## config.mk

```make
export PLATFORM = sky130hd
export DESIGN_NAME = mem_access_stage
export DESIGN_NICKNAME = d
export VERILOG_FILES = /design/src/rtl/mem_pkg.sv /design/src/rtl/load_formatter.sv /design/src/rtl/mem_access_stage.sv
export SDC_FILE = /design/constraint.sdc
export NUM_CORES = 1
export LEC_CHECK = 0
export CAP_MARGIN = 40
export CORE_ASPECT_RATIO = 1.25
export CORE_MARGIN = 2
export CORE_UTILIZATION = 40
export CTS_BUF_LIST = sky130_fd_sc_hd__clkbuf_8
export DETAILED_ROUTE_END_ITERATION = 10
export PLACE_DENSITY = 0.8
export SYNTH_ARGS = -nofsm -noshare
export SYNTH_HDL_FRONTEND = slang
export SYNTH_SLANG_ARGS = --single-unit
```

## constraint.sdc

```tcl
create_clock -name clk -period 2.9 [get_ports clk]
set_input_delay 0.58 -clock clk [delete_from_list [all_inputs] [get_ports clk]]
set_output_delay 0.58 -clock clk [all_outputs]
set_load 0.005 [all_outputs]
```

## src/rtl/mem_pkg.sv

```systemverilog
// Shared definitions for the MEM stage: access-size encodings, FSM states
// and the sizing helper for the bus-timeout counter.
package mem_pkg;

    // RV32I load/store size and sign encodings (funct3)
    localparam logic [2:0] F3_B  = 3'b000;
    localparam logic [2:0] F3_H  = 3'b001;
    localparam logic [2:0] F3_W  = 3'b010;
    localparam logic [2:0] F3_BU = 3'b100;
    localparam logic [2:0] F3_HU = 3'b101;

    typedef enum logic {
        IDLE = 1'b0,
        WAIT = 1'b1
    } state_t;

    // Bits needed to count 0 .. max_wait-1 (at least one bit)
    function automatic int cnt_width(input int max_wait);
        int w;
        w = 1;
        for (int i = 1; i < 31; i++) begin
            if ((1 << i) < max_wait) begin
                w = i + 1;
            end
        end
        return w;
    endfunction

endpackage

```

## src/rtl/load_formatter.sv

```systemverilog
// Selects the addressed byte/halfword of a read word and sign- or
// zero-extends it according to the load funct3.
module load_formatter
    import mem_pkg::*;
(
    input  logic [31:0] rdata,
    input  logic [2:0]  funct3,
    input  logic [1:0]  byte_off,
    output logic [31:0] data_out
);

    logic [7:0]  lane_byte;
    logic [15:0] lane_half;

    // Lane extraction and extension; unsupported encodings read as zero
    always_comb begin
        lane_byte = 8'h00;
        lane_half = byte_off[1] ? rdata[31:16] : rdata[15:0];
        data_out  = 32'h0;
        case (byte_off)
            2'd0: lane_byte = rdata[7:0];
            2'd1: lane_byte = rdata[15:8];
            2'd2: lane_byte = rdata[23:16];
            default: lane_byte = rdata[31:24];
        endcase
        case (funct3)
            F3_B:    data_out = {{24{lane_byte[7]}}, lane_byte};
            F3_BU:   data_out = {24'h0, lane_byte};
            F3_H:    data_out = {{16{lane_half[15]}}, lane_half};
            F3_HU:   data_out = {16'h0, lane_half};
            F3_W:    data_out = rdata;
            default: data_out = 32'h0;
        endcase
    end

endmodule

```

## src/rtl/mem_access_stage.sv

```systemverilog
// MEM pipeline stage: issues data-memory requests over a req/ack bus,
// formats store lanes and load results, stalls upstream while a transfer
// is outstanding, and flags illegal accesses and bus timeouts.
module mem_access_stage
    import mem_pkg::*;
#(
    parameter int ADDR_W   = 32,
    parameter int MAX_WAIT = 16
)
(
    input  logic              clk,
    input  logic              reset,
    input  logic              in_valid,
    input  logic              RegWrite_in,
    input  logic              MemtoReg_in,
    input  logic              MemRead_in,
    input  logic              MemWrite_in,
    input  logic [2:0]        funct3_in,
    input  logic [ADDR_W-1:0] alu_result_in,
    input  logic [31:0]       store_data_in,
    input  logic [4:0]        rd_in,
    output logic              dmem_req,
    output logic              dmem_we,
    output logic [ADDR_W-1:0] dmem_addr,
    output logic [3:0]        dmem_be,
    output logic [31:0]       dmem_wdata,
    input  logic              dmem_ack,
    input  logic [31:0]       dmem_rdata,
    output logic              stall,
    output logic              RegWrite_out,
    output logic              MemtoReg_out,
    output logic [31:0]       alu_result_out,
    output logic [31:0]       mem_read_data_out,
    output logic [4:0]        rd_out,
    output logic              misalign_fault,
    output logic              bus_fault
);

    localparam int              CNT_W    = cnt_width(MAX_WAIT);
    localparam logic [CNT_W-1:0] CNT_LAST = CNT_W'(MAX_WAIT - 1);

    state_t            state, state_n;
    logic [CNT_W-1:0]  wait_cnt, wait_cnt_n;

    // Request fields captured when a transfer has to wait for ack
    logic [ADDR_W-1:0] addr_p1;
    logic              we_p1;
    logic [3:0]        be_p1;
    logic [31:0]       wdata_p1;
    logic [2:0]        funct3_p1;
    logic [1:0]        off_p1;

    logic              misalign_q, bus_fault_q;

    // Decode of the instruction currently in the EX/MEM slot
    logic              is_mem, illegal;
    logic [ADDR_W-1:0] new_addr;
    logic [3:0]        new_be;
    logic [31:0]       new_wdata;

    // Combinational request/response values before reset masking
    logic              req_c, we_c, stall_c, regwrite_c;
    logic [ADDR_W-1:0] addr_c;
    logic [3:0]        be_c;
    logic [31:0]       wdata_c, rdata_c;
    logic              latch_c, illegal_c, timeout_c;

    logic [2:0]        fmt_f3;
    logic [1:0]        fmt_off;
    logic [31:0]       fmt_data;

    // A waiting load is formatted with the size/offset captured at issue
    assign fmt_f3  = (state == WAIT) ? funct3_p1 : funct3_in;
    assign fmt_off = (state == WAIT) ? off_p1    : alu_result_in[1:0];

    load_formatter u_fmt (
        .rdata   (dmem_rdata),
        .funct3  (fmt_f3),
        .byte_off(fmt_off),
        .data_out(fmt_data)
    );

    // Address alignment, store lane formatting and legality checks
    always_comb begin
        is_mem    = MemRead_in | MemWrite_in;
        new_addr  = {alu_result_in[ADDR_W-1:2], 2'b00};
        new_be    = 4'b1111;
        new_wdata = 32'h0;
        illegal   = 1'b0;
        if (MemWrite_in) begin
            case (funct3_in)
                F3_B: begin
                    new_be    = 4'b0001 << alu_result_in[1:0];
                    new_wdata = {4{store_data_in[7:0]}};
                end
                F3_H: begin
                    new_be    = alu_result_in[1] ? 4'b1100 : 4'b0011;
                    new_wdata = {2{store_data_in[15:0]}};
                end
                default: begin
                    new_be    = 4'b1111;
                    new_wdata = store_data_in;
                end
            endcase
        end
        if (MemRead_in && MemWrite_in) begin
            illegal = 1'b1;
        end
        if (MemRead_in && (funct3_in == 3'b011 || funct3_in == 3'b110 ||
                           funct3_in == 3'b111)) begin
            illegal = 1'b1;
        end
        if (MemWrite_in && !(funct3_in == F3_B || funct3_in == F3_H ||
                             funct3_in == F3_W)) begin
            illegal = 1'b1;
        end
        if (funct3_in[1:0] == 2'b01 && alu_result_in[0]) begin
            illegal = 1'b1;
        end
        if (funct3_in[1:0] == 2'b10 && alu_result_in[1:0] != 2'b00) begin
            illegal = 1'b1;
        end
    end

    // Next-state logic and bus/response outputs
    always_comb begin
        state_n    = state;
        wait_cnt_n = wait_cnt;
        req_c      = 1'b0;
        we_c       = 1'b0;
        addr_c     = '0;
        be_c       = 4'b0000;
        wdata_c    = 32'h0;
        stall_c    = 1'b0;
        regwrite_c = 1'b0;
        rdata_c    = 32'h0;
        latch_c    = 1'b0;
        illegal_c  = 1'b0;
        timeout_c  = 1'b0;
        case (state)
            IDLE: begin
                wait_cnt_n = '0;
                if (in_valid && !is_mem) begin
                    regwrite_c = RegWrite_in;
                end else if (in_valid && illegal) begin
                    illegal_c = 1'b1;
                end else if (in_valid) begin
                    req_c   = 1'b1;
                    we_c    = MemWrite_in;
                    addr_c  = new_addr;
                    be_c    = new_be;
                    wdata_c = new_wdata;
                    if (dmem_ack) begin
                        regwrite_c = RegWrite_in;
                        rdata_c    = MemRead_in ? fmt_data : 32'h0;
                    end else begin
                        latch_c = 1'b1;
                        stall_c = 1'b1;
                        state_n = WAIT;
                    end
                end
            end
            WAIT: begin
                if (wait_cnt == CNT_LAST) begin
                    // Timeout: release the bus and let the squashed op leave
                    timeout_c  = 1'b1;
                    state_n    = IDLE;
                    wait_cnt_n = '0;
                end else begin
                    req_c   = 1'b1;
                    we_c    = we_p1;
                    addr_c  = addr_p1;
                    be_c    = be_p1;
                    wdata_c = wdata_p1;
                    if (dmem_ack) begin
                        regwrite_c = RegWrite_in;
                        rdata_c    = we_p1 ? 32'h0 : fmt_data;
                        state_n    = IDLE;
                        wait_cnt_n = '0;
                    end else begin
                        stall_c    = 1'b1;
                        wait_cnt_n = wait_cnt + 1'b1;
                    end
                end
            end
            default: begin
                state_n    = IDLE;
                wait_cnt_n = '0;
            end
        endcase
    end

    // FSM state, wait counter and fault pulse registers
    always_ff @(posedge clk or posedge reset) begin
        if (reset) begin
            state       <= IDLE;
            wait_cnt    <= '0;
            misalign_q  <= 1'b0;
            bus_fault_q <= 1'b0;
        end else begin
            state       <= state_n;
            wait_cnt    <= wait_cnt_n;
            misalign_q  <= illegal_c;
            bus_fault_q <= timeout_c;
        end
    end

    // Capture the request when the first attempt is not acknowledged
    always_ff @(posedge clk or posedge reset) begin
        if (reset) begin
            addr_p1   <= '0;
            we_p1     <= 1'b0;
            be_p1     <= 4'b0000;
            wdata_p1  <= 32'h0;
            funct3_p1 <= 3'b000;
            off_p1    <= 2'b00;
        end else if (latch_c) begin
            addr_p1   <= new_addr;
            we_p1     <= MemWrite_in;
            be_p1     <= new_be;
            wdata_p1  <= new_wdata;
            funct3_p1 <= funct3_in;
            off_p1    <= alu_result_in[1:0];
        end
    end

    // All outputs are forced low while reset is asserted
    always_comb begin
        dmem_req          = 1'b0;
        dmem_we           = 1'b0;
        dmem_addr         = '0;
        dmem_be           = 4'b0000;
        dmem_wdata        = 32'h0;
        stall             = 1'b0;
        RegWrite_out      = 1'b0;
        MemtoReg_out      = 1'b0;
        alu_result_out    = 32'h0;
        mem_read_data_out = 32'h0;
        rd_out            = 5'd0;
        misalign_fault    = 1'b0;
        bus_fault         = 1'b0;
        if (!reset) begin
            dmem_req          = req_c;
            dmem_we           = we_c;
            dmem_addr         = addr_c;
            dmem_be           = be_c;
            dmem_wdata        = wdata_c;
            stall             = stall_c;
            RegWrite_out      = regwrite_c;
            MemtoReg_out      = MemtoReg_in;
            alu_result_out    = 32'(alu_result_in);
            mem_read_data_out = rdata_c;
            rd_out            = rd_in;
            misalign_fault    = misalign_q;
            bus_fault         = bus_fault_q;
        end
    end

endmodule

```

==> out/metrics.cfg, run 1 <==
[status]
status = finished with violations
violations = setup timing

[die]
fp.dieH_microns = 138
die-area_sq_mm = 0.0154
die-width_microns = 111
core_area_sq_mm = 0.0142
start_util_pct = 40.6
fp-row-count = 49
ios = 256

[synth]
synth.most_common_cell = nand2_1
yosysTopAreaCell = dfrtp_1
seq_area_frac_synth_pct = 34.3
synth_ff_type = dfrtp_1
syn_avg_cell_area_sq_um = 8.41
synth_area_sq_mm = 0.00577
ys_seq_elements = 79
synth.lib_cells_used.distinct = 50
synth_top_area_share_pct = 34.3
syn_inst = 686
synth-edff-count = 0
synthTopCellsByCount = nand2_1 (126), dfrtp_1 (79), nor2_1 (63)
synth_area_leaders = dfrtp_1 (34%), mux2i_1 (9.5%), nand2_1 (8.2%), mux2_4 (7.8%), o21ai_0 (4.9%)
ys_warn_count = 0
synthArstFlopShare_pct = 100

[timing]
timing.hold.ws_ns = 0.469
relSlewSlack_pct = 58.4
rsz0062_at_grt = true
skew_ns = 0.0120
worstMarginPinSlew_ns = 0.615
finalCritPeriodShare_pct = 106
fmax_ghz = 0.326
period_minus_slack_ns = 3.07
setup_viol = 31
slew_violations = 0
worst_slack_ns = -0.172
finalHoldViolCount = 0

[worst_setup_path]
r2r_cells = 6
end_kind = primary output
cp-start-kind = register
cp_max_fo = 6
crit-reg2reg-launch = state$_DFF_PP0_
cp.depth = 9
cp.required_ns = 2.32
crit_family = compound AO/OA/AOI/OAI gates
critPathMaxStageDelay_ns = 0.52
worstSetupStartpoint = state$_DFF_PP0_
path_cells = mux2i_4 > nand2_2 > a221oi_4 > o2111ai_4 > buf_6 > buf_8 > buf_12 > a21oi_4 > buf_2
critical_path_arrival_ns = 2.49
crit_slowest_cell = dfrtp_4
critical_path_class = register to primary output
crit_buf_inv = 4

[detailed_routing]
drt_iter0_drc = 386
ant_nets = 0
num_vias = 6513
wl_microns = 22500
viasPerCell = 5.46
avgRoutedWirePerCell_microns = 18.9
drc = 0
dr.pass1.iters = 5

[min_path]
min_from = wait_cnt[0]$_DFF_PP0_
min_path_cells = 1
hp-class = register to register

[placement]
io_buffer_count = 253
gp_congestion = 0.978
dp_cells = 1136
hpwl_microns = 14800

[global_route]
grt_pass1_wl_microns = 33500
first_global_vias = 6267
grt_antenna_before_repair = 0
grt_max_degree = 97
grt_util_all_layers_pct = 26.9
globalRouteOverflowTotal = 0

[final_layout]
final_nets = 1122
fin_cells = 1192
drive_above_1_share_pct = 31.5
syn_to_final_growth_pct = 68.2
n_antenna_cell = 0

[cts]
cts_buffers = 9
root_buffer = clkbuf_8
clock_tree.buffer_depth = 2
cts_tree = done
cts.reportedPaths.clkPinSlew_ns = 0.08
clock_sinks = 79
holdBufCountCts = 0
insertion_delay_ns = 0.37
h-tree-depth = 3

[job]
max_cap_viol_count = 0

[power]
leakage_nw = 4.36
powerDensity_mw_per_mm2 = 393
peakVddDrop_mv = 0.303

## state kept, by name (all words and copies together), names as in the netlist
signal and count:
wdata_p1 32, be_p1 4, off_p1 2, bus_fault_q 1, addr_p1 30, wait_cnt 4, state 1, we_p1 1
misalign_q 1, funct3_p1 3
## cell families after synthesis
family | count (synthesis) | synth area share [%]
fa+ha+maj | 1 | 0.217
mux | 108 | 21.8
buf+inv | 66 | 5.55
other cells | 1 | 0.0650
flops | 79 | 34.3
simple gates | 261 | 20.0
compound gates | 168 | 17.7
xor+xnor | 2 | 0.304
## per-layer routing
metal	wire length, microns	up-vias	part of all wire (%)	GRT usage (%)
met2	11900	280	53	48.0
met5	0	-	0	0
met1	8620	3145	38	31.6
met3	1230	62	5.5	3.64
li1	-	3026	-	-
met4	839	0	3.7	13.0
## stage by stage
stage	total power, W	setup TNS [ns]	worst slack (ns)	util (%)	instance area, sq um
2_1_floorplan	0.00220	0	0.286	-	5780
3_3_place_gp	0.00275	-68.07	-0.697	62.5	8900
3_5_place_dp	0.00279	-70.74	-0.728	62.5	8900
4_1_cts	0.00372	-3.01	-0.155	67.1	9540
5_1_grt	0.00402	-7.28	-0.234	68.2	9700
6_report	0.00381	-2.74	-0.172	68.2	9700
## final timing paths
check                                           endpoint  slack [ns]
worst min-delay path               wait_cnt[0]$_DFF_PP0_        0.47
min in group asynchronous           be_p1[0]$_DFFE_PP0P_        0.51
worst min register to register     wait_cnt[0]$_DFF_PP0_        0.47
max in group asynchronous       wdata_p1[15]$_DFFE_PP0P_        1.77
worst max register to register         we_p1$_DFFE_PP0P_        0.42
worst max-delay path               mem_read_data_out[25]       -0.17
## where the power goes
| group | internal, W | switching, W | total (W) |
|---|---|---|---|
| clock network | 0.000417 | 0.000429 | 0.000845 |
| logic | 0.000805 | 0.000635 | 0.00144 |
| registers | 0.00135 | 0.000169 | 0.00152 |
## repair_timing
item,in CTS,in global routing
buffers inserted,31,8
hold endpoints to repair,0,0
cloned,6,1
pin swaps,12,17
endpoints found under the setup margin,102,81
gates resized for setup,301,103
## final cells by class
class                           instances  area (sq um)
Timing Repair Buffer                  366          3300
Multi-Input combinational cell        544          3960
Clock buffer                           10           138
Tap cell                              178           223
Inverter                                9          45.0
Fill cell                            1120          4520
Sequential cell                        79          1980
Clock inverter                          6          61.3
## worst register-to-register path, cell delays in order, from the launching register on
cell and delay [ns]:
dfrtp_4 0.56, buf_4 0.24, or3_1 0.38, or3_4 0.34
buf_4 0.18, buf_12 0.22, mux2_2 0.45
## placed cells by master (no fill, tap or decap), types with 3 or more instances in the layout
cell type / instances
a21boi_0: 7
a21oi_1: 17
a21oi_2: 28
a21oi_4: 3
a221o_1: 5
a22oi_2: 13
buf_12: 10
buf_2: 39
buf_4: 73
buf_6: 28
clkbuf_2: 13
clkbuf_8: 10
clkdlybuf4s50_1: 142
clkinvlp_4: 4
dfrtp_1: 78
dlygate4sd2_1: 57
inv_1: 8
mux2_2: 22
mux2_4: 31
mux2i_1: 50
mux2i_4: 4
nand2_1: 124
nand2b_1: 3
nand3_1: 3
nor2_1: 56
nor2_2: 6
nor2b_1: 42
nor3_1: 5
nor3_4: 3
o211ai_1: 15
o21ai_0: 55
o22ai_1: 4
or2_4: 3
Power figures use the tool's default switching activity.
==> run 2, diff against run 1 <==
--- a/config.mk
+++ b/config.mk
@@ -11,7 +11,8 @@
 export CORE_UTILIZATION = 40
 export CTS_BUF_LIST = sky130_fd_sc_hd__clkbuf_8
 export DETAILED_ROUTE_END_ITERATION = 10
-export PLACE_DENSITY = 0.8
+export DONT_BUFFER_PORTS = 1
+export PLACE_DENSITY_LB_ADDON = 0.1
 export SYNTH_ARGS = -nofsm -noshare
 export SYNTH_HDL_FRONTEND = slang
 export SYNTH_SLANG_ARGS = --single-unit
==> out/metrics.cfg, run 2 (synthesized netlist as in run 1, its figures left out) <==
[final_layout]
fillers = 1480
multi_input_comb_area_sq_mm = 0.00363
drive_above_1_share_pct = 18.7
largest_register_ffs = 32
syn_to_final_growth_pct = 9.78
final_common_cell = nand2_1
final_cell_mix = nand2_1 (125), dfrtp_1 (78), nor2_1 (62)
regArea_sq_mm = 0.00198
n_antenna_cell = 0
final_nets = 781
fin_cells = 851
regMostFlops = wdata_p1
reg_top3 = wdata_p1 (32), addr_p1 (30)

[cts]
clock_sinks = 79
root_buffer = clkbuf_8
clock_tree.buffer_depth = 2
holdBufCountCts = 0
cts.reportedPaths.clkPinSlew_ns = 0.08
cts_buffers = 9
h-tree-depth = 3
insertion_delay_ns = 0.35
cts_tree = done

[global_route]
grt_antenna_before_repair = 0
grt_max_degree = 54
grt_pass1_wl_microns = 27500
grt_util_all_layers_pct = 21.9
first_global_vias = 5107
globalRouteOverflowTotal = 0

[timing]
period_minus_slack_ns = 2.83
timing.hold.ws_ns = 0.0304
slew_violations = 0
fmax_ghz = 0.354
fin_tns_setup_ns = 0
setup_viol = 0
relSlewSlack_pct = 54.2
worstMarginPinSlew_ns = 0.687
skew_ns = 0.00845
rsz0062_at_grt = true
finalHoldViolCount = 0
finalCritPeriodShare_pct = 97.5

[die]
die-area_sq_mm = 0.0154
fp-row-count = 49
fp.dieH_microns = 138
core_area_sq_mm = 0.0142
die-width_microns = 111
start_util_pct = 40.6
ios = 256

[worst_setup_path]
path_cells = buf_4 > mux2_4 > a221oi_2 > o2111ai_2 > buf_12 > a21oi_1
critical_path_arrival_ns = 2.25
critPathMaxStageDelay_ns = 0.53
end_kind = primary output
critical_path_class = register to primary output
crit_slowest_cell = dfrtp_4
r2r_cells = 5
cp.required_ns = 2.32
cp_max_fo = 32
cp-start-kind = register

[placement]
dp_cells = 833
gp_congestion = 0.872
io_buffer_count = 0
hpwl_microns = 12600

[detailed_routing]
avgRoutedWirePerCell_microns = 20.3
num_vias = 4939
ant_nets = 0
drt_iter0_drc = 222
drc = 0
viasPerCell = 5.80
wl_microns = 17300
dr.pass1.iters = 6

[status]
status = finished clean

[power]
peakVddDrop_mv = 0.243
powerDensity_mw_per_mm2 = 516
leakage_nw = 2.57

[job]
max_cap_viol_count = 0

[min_path]
hp-class = input pin to async pin

-- run 2: metrics by stage --
stage / power, W / util, % / instance area (sq um) / setup WS, ns
final: 0.00327 / 44.5 / 6330 / 0.0739
after global routing: 0.00348 / 44.5 / 6330 / -0.00765
after CTS: 0.00328 / 43.6 / 6200 / 0.000504
after detailed placement: 0.00237 / 41.9 / 5960 / 0.170
after global placement: 0.00233 / 41.7 / 5930 / 0.209
after floorplan: 0.00220 / - / 5780 / 0.286
-- run 2: layer usage --
layer  vias up  share of wire [%]  global-route usage (%)
met4         0                1.8                    6.56
li1       2331                  -                       -
met1      2397                 41                    25.5
met2       188                 50                    39.2
met3        23                7.3                    6.14
met5         -                  0                       0
-- run 2: what timing repair did --
item / in CTS / in global routing
endpoints found under the setup margin: 47 / 38
setup buffers: 2 / 0
endpoints found under the hold margin: 0 / 0
pin swaps: 0 / 1
gates resized for setup: 4 / 34
-- run 2: area by class of cell --
type                    instances  area share [%]
inverters                       9           0.593
multi-input cells             542            57.4
clock buffers                   9            1.96
clock inverters                 7            1.28
well taps                     178            3.52
repair buffers                 27            3.97
flip-flops and latches         79            31.3
-- run 2: path summary, 6_finish.rpt --
check                                           to                  start  slack (ns)
setup / recovery             mem_read_data_out[25]        state$_DFF_PP0_        0.07
max in group asynchronous   addr_p1[8]$_DFFE_PP0P_                  reset        2.41
min in group clk           addr_p1[13]$_DFFE_PP0P_      alu_result_in[13]        0.38
setup reg to reg           addr_p1[22]$_DFFE_PP0P_        state$_DFF_PP0_        0.42
hold reg to reg              wait_cnt[0]$_DFF_PP0_  wait_cnt[0]$_DFF_PP0_        0.47
hold / removal               wait_cnt[2]$_DFF_PP0_                  reset        0.03
-- run 2: where the power goes --
part / internal [W] / switching, W / leakage (nW)
Combinational: 0.000455 / 0.000416 / 1.47
Sequential: 0.00135 / 0.000162 / 0.990
Clock: 0.000474 / 0.000406 / 0.117
-- run 2: worst max-delay path, delay by kind of cell, from the launching register on --
family,cells,cell delay (ns)
compound gates,3,0.63
flops,1,0.53
buf+inv,2,0.39
mux,1,0.34
==> run 3, diff against run 2 <==
==> constraint.sdc (replaced) <==
create_clock -name clk -period 2.9 [get_ports clk]
set_input_delay 0.435 -clock clk [delete_from_list [all_inputs] [get_ports clk]]
set_output_delay 0.435 -clock clk [all_outputs]
set_load 0.005 [all_outputs]
==> out/metrics.cfg, run 3 (synthesized netlist as in run 1, its figures left out) <==
[detailed_routing]
num_vias = 5000
ant_nets = 0
drt_iter0_drc = 229
dr.pass1.iters = 4
drc = 0
viasPerCell = 5.89
wl_microns = 17600
avgRoutedWirePerCell_microns = 20.7

[placement]
placed_area_sq_mm = 0.00590
gp_congestion = 0.879
hpwl_microns = 12700
io_buffer_count = 0

[worst_setup_path]
critical_path_class = register to primary output
crit_slowest_cell = o2bb2ai_1
end_kind = primary output
crit_end = mem_read_data_out[1]
critPathMaxStageDelay_ns = 0.57
critical_path_arrival_ns = 2.34
crit-reg2reg-launch = state$_DFF_PP0_
path_cells = buf_4 > nand2b_1 > o2bb2ai_1 > a221o_1 > o211ai_1 > a21oi_1
cp_max_fo = 12
r2r_setup_slack_ns = 0.62
cp-start-kind = register
cp.required_ns = 2.47
worstSetupStartpoint = state$_DFF_PP0_
r2r_cells = 5
worstReg2RegEnd = be_p1[0]$_DFFE_PP0P_

[die]
fp.dieH_microns = 138
start_util_pct = 40.6
ios = 256
die-width_microns = 111
die-area_sq_mm = 0.0154
fp-row-count = 49
core_area_sq_mm = 0.0142

[global_route]
globalRouteOverflowTotal = 0
first_global_vias = 4975
grt_pass1_wl_microns = 27900
grt_util_all_layers_pct = 22.3
grt_max_degree = 50
grt_antenna_before_repair = 0

[power]
swShare_pct = 31.8
leakage_nw = 2.51
intPower_w = 0.00209
share_seq_of_total_power_pct = 49.4
peakVddDrop_mv = 0.192
switching_power_w = 0.000978
pwr-share-comb_pct = 27.2
powerDensity_mw_per_mm2 = 500
power.total_w = 0.00307
clockPowerShare_pct = 23.4

[status]
status = finished clean

[cts]
clock_sinks = 79
holdBufCountCts = 0
clock_tree.buffer_depth = 2
h-tree-depth = 3
insertion_delay_ns = 0.35
cts.reportedPaths.clkPinSlew_ns = 0.09
cts_tree = done
cts_buffers = 9
root_buffer = clkbuf_8

[job]
max_cap_viol_count = 0

[final_layout]
regMostFlops = wdata_p1
final_common_cell = nand2_1
syn_to_final_growth_pct = 6.46
final_cell_mix = nand2_1 (126), dfrtp_1 (78), nor2_1 (62)
final_nets = 779
largest_register_ffs = 32
multi_input_comb_area_sq_mm = 0.00355
final_area_sq_mm = 0.00614
drive_above_1_share_pct = 16.2
regArea_sq_mm = 0.00198
n_antenna_cell = 0
fillers = 1494
reg_top3 = wdata_p1 (32), addr_p1 (30)

[min_path]
hp-class = input pin to async pin

[timing]
finalHoldViolCount = 0
relSlewSlack_pct = 48.0
fin_tns_setup_ns = 0
period_minus_slack_ns = 2.78
finalCritPeriodShare_pct = 95.7
fmax_ghz = 0.360
rsz0062_at_grt = true
setup_viol = 0
skew_ns = 0.00703
slew_violations = 0
worstMarginPinSlew_ns = 0.774

-- run 3: power groups by stage --
stage | combinational, W | sequential, W | clock [W]
floorplan | 0.000722 | 0.00148 | 0
global placement | 0.000801 | 0.00152 | 0
detailed placement | 0.000825 | 0.00153 | 0
CTS | 0.000830 | 0.00151 | 0.000749
global route | 0.000936 | 0.00155 | 0.000796
finish | 0.000836 | 0.00152 | 0.000719
-- run 3: critical path, delay by kind of cell, from the launching register on --
family	cells	cell delay, ns
and+or+nand+nor	1	0.10
AOI/OAI and AO/OA	4	1.15
DFF	1	0.51
buffers and inverters	1	0.22
-- run 3: routing by layer --
metal	vias to the layer above	wire length (microns)	track usage, %
li1	2331	-	-
met1	2422	6940	26.9
met2	219	8870	38.1
met3	28	1410	6.31
met4	0	378	7.93
met5	-	0	0
-- run 3: worst min path at each step --
| stage | cells past startpoint | to | slack (ns) |
|---|---|---|---|
| 2_1_floorplan | 1 | wait_cnt[0]$_DFF_PP0_ | 0.43 |
| 3_3_place_gp | 1 | wait_cnt[0]$_DFF_PP0_ | 0.44 |
| 3_5_place_dp | 1 | state$_DFF_PP0_ | 0.47 |
| 4_1_cts | 1 | state$_DFF_PP0_ | 0.06 |
| 5_1_grt | 1 | state$_DFF_PP0_ | 0.09 |
| 6_report | 1 | state$_DFF_PP0_ | 0.07 |
-- run 3: repair_timing --
action / CTS / global route
resized for setup: 3 / 6
gates cloned: 0 / 1
setup buffers: 1 / 2
setup endpoints to repair: 31 / 51
-- run 3: layout make-up --
| class | count | area share [%] |
|---|---|---|
| tap | 178 | 3.63 |
| sequential | 79 | 32.3 |
| clock inverter | 7 | 0.672 |
| multi-input combinational | 543 | 57.8 |
| timing repair buffer | 24 | 3.06 |
| clock buffer | 9 | 2.02 |
| inverter | 9 | 0.570 |
-- run 3: metrics by stage --
step	hold slack [ns]	utilization, %	setup slack (ns)	cells
after floorplan	0.433	-	0.0428	687
after global placement	0.444	41.4	0.242	828
after detailed placement	0.466	41.5	0.145	829
after CTS	0.0633	42.8	0.0244	846
after global routing	0.0945	43.2	-0.00599	849
final	0.0677	43.2	0.124	849
